$ cat config.mk
export PLATFORM = sky130hd
export DESIGN_NAME = load_store_unit
export DESIGN_NICKNAME = d
export VERILOG_FILES = /design/src/rtl/riscv_pkg.sv /design/src/rtl/lsu_align.sv /design/src/rtl/load_store_unit.sv
export SDC_FILE = /design/constraint.sdc
export NUM_CORES = 1
export LEC_CHECK = 0
export ABC_AREA = 1
export CAP_MARGIN = 20
export CORE_ASPECT_RATIO = 1.75
export CORE_MARGIN = 2
export CORE_UTILIZATION = 49
export DETAILED_ROUTE_END_ITERATION = 12
export HOLD_SLACK_MARGIN = 0.15
export PLACE_DENSITY = 0.91
export SLEW_MARGIN = 20
export SYNTH_ARGS = -nofsm -noshare
export SYNTH_HDL_FRONTEND = slang
export SYNTH_SLANG_ARGS = --single-unit
$ cat constraint.sdc
create_clock -name clk -period 5 [get_ports clk]
set_input_delay 0.75 -clock clk [delete_from_list [all_inputs] [get_ports clk]]
set_output_delay 0.75 -clock clk [all_outputs]
set_load 0.01 [all_outputs]
$ cat src/rtl/riscv_pkg.sv
// Shared definitions for the load/store unit: access-size encodings, LSU FSM
// states, the bus request payload and the alignment legality check.
package riscv_pkg;

  localparam int unsigned XLEN   = 32;
  localparam int unsigned STRB_W = XLEN / 8;

  // data_size encodings
  localparam logic [1:0] SIZE_B   = 2'b00;
  localparam logic [1:0] SIZE_H   = 2'b01;
  localparam logic [1:0] SIZE_W   = 2'b10;
  localparam logic [1:0] SIZE_RSV = 2'b11;

  typedef enum logic [1:0] {
    LSU_IDLE = 2'b00,
    LSU_REQ  = 2'b01,
    LSU_WAIT = 2'b10,
    LSU_DONE = 2'b11
  } lsu_state_e;

  // Payload held stable on the bus for the whole request phase
  typedef struct packed {
    logic              we;
    logic [XLEN-1:0]   addr;
    logic [XLEN-1:0]   wdata;
    logic [STRB_W-1:0] wstrb;
  } bus_req_t;

  // Natural alignment: halves on even addresses, words on multiples of 4
  function automatic logic access_legal(input logic [1:0] size, input logic [1:0] addr_lo);
    logic ok;
    ok = 1'b0;
    case (size)
      SIZE_B:  ok = 1'b1;
      SIZE_H:  ok = ~addr_lo[0];
      SIZE_W:  ok = (addr_lo == 2'b00);
      default: ok = 1'b0;
    endcase
    return ok;
  endfunction

endpackage

$ cat src/rtl/lsu_align.sv
// Purely combinational lane steering for the LSU.
//   Store side: st_size_i/st_addr_lo_i/st_data_i -> st_wdata_o (replicated
//               lanes) and st_wstrb_o (byte enables).
//   Load side:  ld_size_i/ld_addr_lo_i/ld_zext_i/ld_rdata_i -> ld_data_o
//               (selected lane, sign- or zero-extended).
module lsu_align
  import riscv_pkg::*;
(
  input  logic [1:0]        st_size_i,
  input  logic [1:0]        st_addr_lo_i,
  input  logic [XLEN-1:0]   st_data_i,
  output logic [XLEN-1:0]   st_wdata_o,
  output logic [STRB_W-1:0] st_wstrb_o,
  input  logic [1:0]        ld_size_i,
  input  logic [1:0]        ld_addr_lo_i,
  input  logic              ld_zext_i,
  input  logic [XLEN-1:0]   ld_rdata_i,
  output logic [XLEN-1:0]   ld_data_o
);

  logic [7:0]  ld_byte;
  logic [15:0] ld_half;

  // Store steering: replication lets any lane pick up the data, strobes select it
  always_comb begin
    st_wdata_o = '0;
    st_wstrb_o = '0;
    case (st_size_i)
      SIZE_B: begin
        st_wdata_o = {4{st_data_i[7:0]}};
        st_wstrb_o = 4'b0001 << st_addr_lo_i;
      end
      SIZE_H: begin
        st_wdata_o = {2{st_data_i[15:0]}};
        st_wstrb_o = 4'b0011 << st_addr_lo_i;
      end
      SIZE_W: begin
        st_wdata_o = st_data_i;
        st_wstrb_o = 4'b1111;
      end
      default: begin
        st_wdata_o = '0;
        st_wstrb_o = '0;
      end
    endcase
  end

  assign ld_byte = ld_rdata_i[{ld_addr_lo_i, 3'b000} +: 8];
  assign ld_half = ld_rdata_i[{ld_addr_lo_i[1], 4'b0000} +: 16];

  // Load extraction and extension
  always_comb begin
    ld_data_o = '0;
    case (ld_size_i)
      SIZE_B:  ld_data_o = ld_zext_i ? {24'h000000, ld_byte} : {{24{ld_byte[7]}}, ld_byte};
      SIZE_H:  ld_data_o = ld_zext_i ? {16'h0000, ld_half} : {{16{ld_half[15]}}, ld_half};
      SIZE_W:  ld_data_o = ld_rdata_i;
      default: ld_data_o = '0;
    endcase
  end

endmodule

$ cat src/rtl/load_store_unit.sv
// Load/store unit: takes one core access at a time, runs a valid/ready request
// and a response phase on the data bus, and returns extended load data.
//   Core side: req_valid, mem_write, data_size, extension_type, addr,
//              store_data in; stall (combinational), load_data, load_valid,
//              err out.
//   Bus side:  bus_req_valid/bus_req_ready handshake with bus_we, bus_addr
//              (word aligned), bus_wdata, bus_wstrb; bus_rsp_valid/bus_rdata.
// An access stuck in REQ+WAIT for TIMEOUT_CYCLES cycles is aborted with err.
module load_store_unit
  import riscv_pkg::*;
#(
  parameter int unsigned TIMEOUT_CYCLES = 256
) (
  input  logic              clk,
  input  logic              rst_n,
  input  logic              req_valid,
  input  logic              mem_write,
  input  logic [1:0]        data_size,
  input  logic              extension_type,
  input  logic [XLEN-1:0]   addr,
  input  logic [XLEN-1:0]   store_data,
  output logic              stall,
  output logic [XLEN-1:0]   load_data,
  output logic              load_valid,
  output logic              err,
  output logic              bus_req_valid,
  input  logic              bus_req_ready,
  output logic              bus_we,
  output logic [XLEN-1:0]   bus_addr,
  output logic [XLEN-1:0]   bus_wdata,
  output logic [STRB_W-1:0] bus_wstrb,
  input  logic              bus_rsp_valid,
  input  logic [XLEN-1:0]   bus_rdata
);

  localparam int unsigned CNT_W = $clog2(TIMEOUT_CYCLES + 1);

  lsu_state_e        state_q, state_d;
  logic [CNT_W-1:0]  cnt_q, cnt_d;
  bus_req_t          req_q, req_d;
  logic [1:0]        size_q, size_d;
  logic [1:0]        addr_lo_q, addr_lo_d;
  logic              zext_q, zext_d;
  logic [XLEN-1:0]   load_data_q, load_data_d;
  logic              load_valid_q, load_valid_d;
  logic              err_q, err_d;

  logic [XLEN-1:0]   st_wdata_c;
  logic [STRB_W-1:0] st_wstrb_c;
  logic [XLEN-1:0]   ld_data_c;
  logic [CNT_W-1:0]  cnt_inc_c;
  logic              timeout_c;

  // Store side steers the incoming access; load side uses the latched one
  lsu_align u_align (
    .st_size_i    (data_size),
    .st_addr_lo_i (addr[1:0]),
    .st_data_i    (store_data),
    .st_wdata_o   (st_wdata_c),
    .st_wstrb_o   (st_wstrb_c),
    .ld_size_i    (size_q),
    .ld_addr_lo_i (addr_lo_q),
    .ld_zext_i    (zext_q),
    .ld_rdata_i   (bus_rdata),
    .ld_data_o    (ld_data_c)
  );

  // This cycle is the TIMEOUT_CYCLES-th one spent in REQ+WAIT
  assign cnt_inc_c = cnt_q + CNT_W'(1);
  assign timeout_c = (cnt_inc_c == CNT_W'(TIMEOUT_CYCLES));

  // State register
  always_ff @(posedge clk) begin
    if (!rst_n) begin
      state_q      <= LSU_IDLE;
      cnt_q        <= '0;
      req_q        <= '0;
      size_q       <= SIZE_B;
      addr_lo_q    <= 2'b00;
      zext_q       <= 1'b0;
      load_data_q  <= '0;
      load_valid_q <= 1'b0;
      err_q        <= 1'b0;
    end else begin
      state_q      <= state_d;
      cnt_q        <= cnt_d;
      req_q        <= req_d;
      size_q       <= size_d;
      addr_lo_q    <= addr_lo_d;
      zext_q       <= zext_d;
      load_data_q  <= load_data_d;
      load_valid_q <= load_valid_d;
      err_q        <= err_d;
    end
  end

  // Next-state logic; load_valid/err are set on entry to DONE so they pulse there
  always_comb begin
    state_d      = state_q;
    cnt_d        = cnt_q;
    req_d        = req_q;
    size_d       = size_q;
    addr_lo_d    = addr_lo_q;
    zext_d       = zext_q;
    load_data_d  = load_data_q;
    load_valid_d = 1'b0;
    err_d        = 1'b0;

    case (state_q)
      LSU_IDLE: begin
        if (req_valid) begin
          if (access_legal(data_size, addr[1:0])) begin
            state_d   = LSU_REQ;
            cnt_d     = '0;
            req_d.we    = mem_write;
            req_d.addr  = {addr[XLEN-1:2], 2'b00};
            req_d.wdata = mem_write ? st_wdata_c : '0;
            req_d.wstrb = mem_write ? st_wstrb_c : '0;
            size_d    = data_size;
            addr_lo_d = addr[1:0];
            zext_d    = extension_type;
          end else begin
            state_d = LSU_DONE;
            err_d   = 1'b1;
          end
        end
      end

      // Timeout beats a handshake on the last allowed cycle: no response could follow
      LSU_REQ: begin
        cnt_d = cnt_inc_c;
        if (timeout_c) begin
          state_d     = LSU_DONE;
          err_d       = 1'b1;
          load_data_d = '0;
        end else if (bus_req_ready) begin
          state_d = LSU_WAIT;
        end
      end

      // A response arriving on the expiry cycle still completes the access
      LSU_WAIT: begin
        cnt_d = cnt_inc_c;
        if (bus_rsp_valid) begin
          state_d = LSU_DONE;
          if (!req_q.we) begin
            load_valid_d = 1'b1;
            load_data_d  = ld_data_c;
          end
        end else if (timeout_c) begin
          state_d     = LSU_DONE;
          err_d       = 1'b1;
          load_data_d = '0;
        end
      end

      LSU_DONE: begin
        state_d = LSU_IDLE;
      end

      default: begin
        state_d = LSU_IDLE;
      end
    endcase
  end

  assign stall         = ((state_q == LSU_IDLE) && req_valid) ||
                         (state_q == LSU_REQ) || (state_q == LSU_WAIT);
  assign bus_req_valid = (state_q == LSU_REQ);
  assign bus_we        = req_q.we;
  assign bus_addr      = req_q.addr;
  assign bus_wdata     = req_q.wdata;
  assign bus_wstrb     = req_q.wstrb;
  assign load_data     = load_data_q;
  assign load_valid    = load_valid_q;
  assign err           = err_q;

endmodule
==> key figures <==
Hold path
  • Hold EP: bus_addr[27]$_SDFFE_PN0P_
  • Hold_sp: bus_addr[27]$_SDFFE_PN0P_
  • Tightest Hold Check Type: flip-flop to flip-flop
  • Cells on Worst Hold Path: 2

Timing
  • Max Clk Rate: 348 MHz
  • Pins Over Slew Limit: 0
  • Final WS setup: 2130 ps
  • RSZ-0062 raised after global routing: no
  • Final clock period utilization by the worst path: 57.4%
  • Min Tclk post-route: 2870 ps
  • Hold Slack: 462 ps
  • Slew headroom: 30.8%
  • Fin Setup TNS: 0 ps
  • Final setup fails: 0
  • Worst-margin pin slew: just over 1000 ps
  • Layout Skew: 7.44 ps
  • Final Hold Viols: 0

Critical path
  • FF-to-FF Start: cnt_q[0]$_SDFFE_PN0P_
  • Startpoint types: primary input
  • CP Data Arrival Time: ~2100 ps
  • Critical Path Sink Type: primary output
  • Critical Path RT: between 4000 and 5000 ps
  • Crit-path max FO: 3
  • R2r setup slk: 2300 ps
  • Critical path class: primary input to primary output
  • Reg2Reg Depth: 11
  • Worst R2R End: err$_SDFF_PN0_

Floorplan
  • I/O Pins: 210
  • Row count: 52
  • Die area: 12700 um2
  • Die W: between 80 and 90 um
  • Die height: 148 um
  • Initial Utilization: 50.1%
  • Core area: ~12000 um2

Power
  • Cell Pwr Density: 453 nW/um2
  • Tot Pwr: 3830 uW
  • Leakage power: 0.00330 uW
  • Flop pwr share: 30.6%
  • P_sw: 1300 uW
  • Peak supply drop: 0.000302 V
  • Switching share of power: 34.0%
  • Combinational Power Share: 35.0%
  • Pint: 2520 uW
  • Clock power frac: 34.4%

Synth
  • Register area share after synthesis: 40.6%
  • Top post-synthesis cells by area: dfxtp_1, nand2_1, a21oi_1, o21ai_0, nand3_1
  • Largest area contributor in the netlist: dfxtp_1
  • Post-synth EDFFs: 0
  • Mapped Area: 5770 um2
  • Synth Area per Inst: 6.88 um2
  • Async set-or-reset flop fraction in the synthesized netlist: 0%
  • Yosys reg bits: 117
  • Cells after Synth: 839
  • Synth unique cells: 36
  • Synth Flop Type: dfxtp_1
  • Syn. warnings: 0
  • Synth top area share: between 40% and 50%

Clocking
  • TritonCTS Buffers: 17
  • CTS Sinks: 117
  • Clock tree buffer depth: 2
  • CTS HTree Levels: 4
  • Reg clk slew, reported paths: 50 ps
  • Worst-Skew Late Latency: 410 ps
  • CTS Hold Bufs: 0
  • CTS tree: done
  • Clk root buf: clkbuf_16
  • Post-CTS Resized: 0
  • Total setup buffers inserted after CTS: 0

Layout
  • Syn-to-layout area delta: 46.3%
  • Storage cell area: 2340 um2
  • Layout Nets: 1129
  • Area taken by multi-input logic gates: approximately 2900 um2
  • Post-route cell area: 8450 um2
  • Diode count: 0
  • Layout cells sized above 1: 6.02%
  • Fillers: between 800 and 900

Global routing
  • Initial antenna violation count: 0
  • GR peak layer: met2
  • Grt met2 use: 55.4%
  • Vias in the first global route: roughly 6400
  • Total track usage: 31.0%
  • Overflow after GRT: 0
  • First-pass GRT wire length: a little over 30000 um
  • Met3 usage: ~8.5%
  • Global routing usage on met1: 30.8%
  • Largest net degree at the start of global routing: 79

Drt
  • Vias per Instance: 5.69
  • DRC violation count after routing: 0
  • Detail-routed net length per standard cell: between 15 and 20 um
  • Routed WL: 19800 um
  • DRT iter0 DRCs: 548
  • Drt pass-1 iters: 6
  • Vias: approximately 6600
  • Antenna-violating nets left: 0

Placed design
  • Routability Congestion: 0.896
  • Port bufs: slightly above 200
  • Post-Place Worst Slack: 1840 ps
  • Placed cell area: 7810 um2
  • Post-DP HPWL: 14000 um

Flow run
  • Max-cap check violation count: 0

Run status
  • Status: finished, final reports clean
-- metal layers --
layer,up-vias,part of all wire (%)
li1,3169,-
met1,2977,33
met2,390,52
met3,94,9.3
met4,0,6.4
met5,-,0
-- cells in the mapped netlist (5+ instances only) --
cell and number:
clkbuf_1 30, nor2_1 31, o21ai_0 70, o211ai_1 16, buf_2 15, a2bb2oi_1 5, dfxtp_1 117, a21oi_1 140
ha_1 5, nand2_1 238, nand3_1 56, inv_1 52, a22oi_1 18, inv_2 5
-- power groups by stage --
stage	combinational (uW)	clock (uW)	sequential, uW
2_1_floorplan	755	0	1210
3_3_place_gp	1290	0	1180
3_5_place_dp	1310	0	1180
4_1_cts	1320	1330	1170
5_1_grt	1470	1370	1180
6_report	1340	1320	1170
-- flip-flops by register name, summed over array words and instances, names as in the netlist --
signal      count
cnt_q           9
bus_we          1
size_q          2
bus_addr       30
bus_wdata      32
state_q         2
zext_q          1
load_valid      1
addr_lo_q       2
load_data      32
err             1
bus_wstrb       4
-- critical path, stage by stage --
cell             delay [ps]
clkdlybuf4s50_1         600
nand2_1                 140
nand3_1                  90
clkdlybuf4s50_1         540
-- area by class of cell --
cell class | count | area share, %
clock buffer | 22 | 5.85
tap | 135 | 2.00
multi-input combinational | 610 | 34.9
inverter | 59 | 2.64
clock inverter | 8 | 1.73
sequential | 117 | 27.7
timing repair buffer | 214 | 25.2
-- cell usage in the layout (no fill, tap or decap), drive strengths merged --
master,count
or2,1
nor2,39
clkdlybuf4s50,207
o21ai,71
a2bb2oi,5
inv,58
a211oi,1
o2111ai,1
nor3,2
nand2,242
ha,5
a21oi,141
clkinvlp,1
clkinv,4
o21a,1
o221ai,3
nand4,2
bufinv,4
a22oi,18
buf,7
o22ai,2
o211ai,16
nand3,58
dfxtp,117
clkbuf,22
conb,2
-- cells by family (layout without fill, tap and decap cells) --
| family | count (synthesis) | in the layout | share of synthesized area, % |
|---|---|---|---|
| buffers and inverters | 113 | 303 | 8.48 |
| flip-flops | 117 | 117 | 40.6 |
| AND/OR/NAND/NOR | 344 | 344 | 25.1 |
| AO/OA/AOI/OAI | 259 | 259 | 24.7 |
| adder cells (fa/ha/maj) | 5 | 5 | 1.08 |
| other | 1 | 2 | 0.0650 |
-- per-stage QoR --
step / std cells / utilization (%)
global route: 1165 / 73.3
floorplan: 840 / -
CTS: 1165 / 73.3
finish: 1165 / 73.3
detailed placement: 1135 / 67.8
global placement: 1135 / 67.8
-- how the worst max path moves through the flow --
stage                                 endpoint         start  cells after the start
finish                                   stall     req_valid                      4
global route         bus_wstrb[1]$_SDFFE_PN0P_  data_size[0]                      9
CTS                                      stall     req_valid                      4
detailed placement   bus_wstrb[1]$_SDFFE_PN0P_  data_size[0]                      9
global placement     bus_wstrb[1]$_SDFFE_PN0P_  data_size[0]                      9
floorplan           bus_wdata[24]$_SDFFE_PN0P_  data_size[0]                      8
No activity file was read; power rests on OpenSTA's default activity.
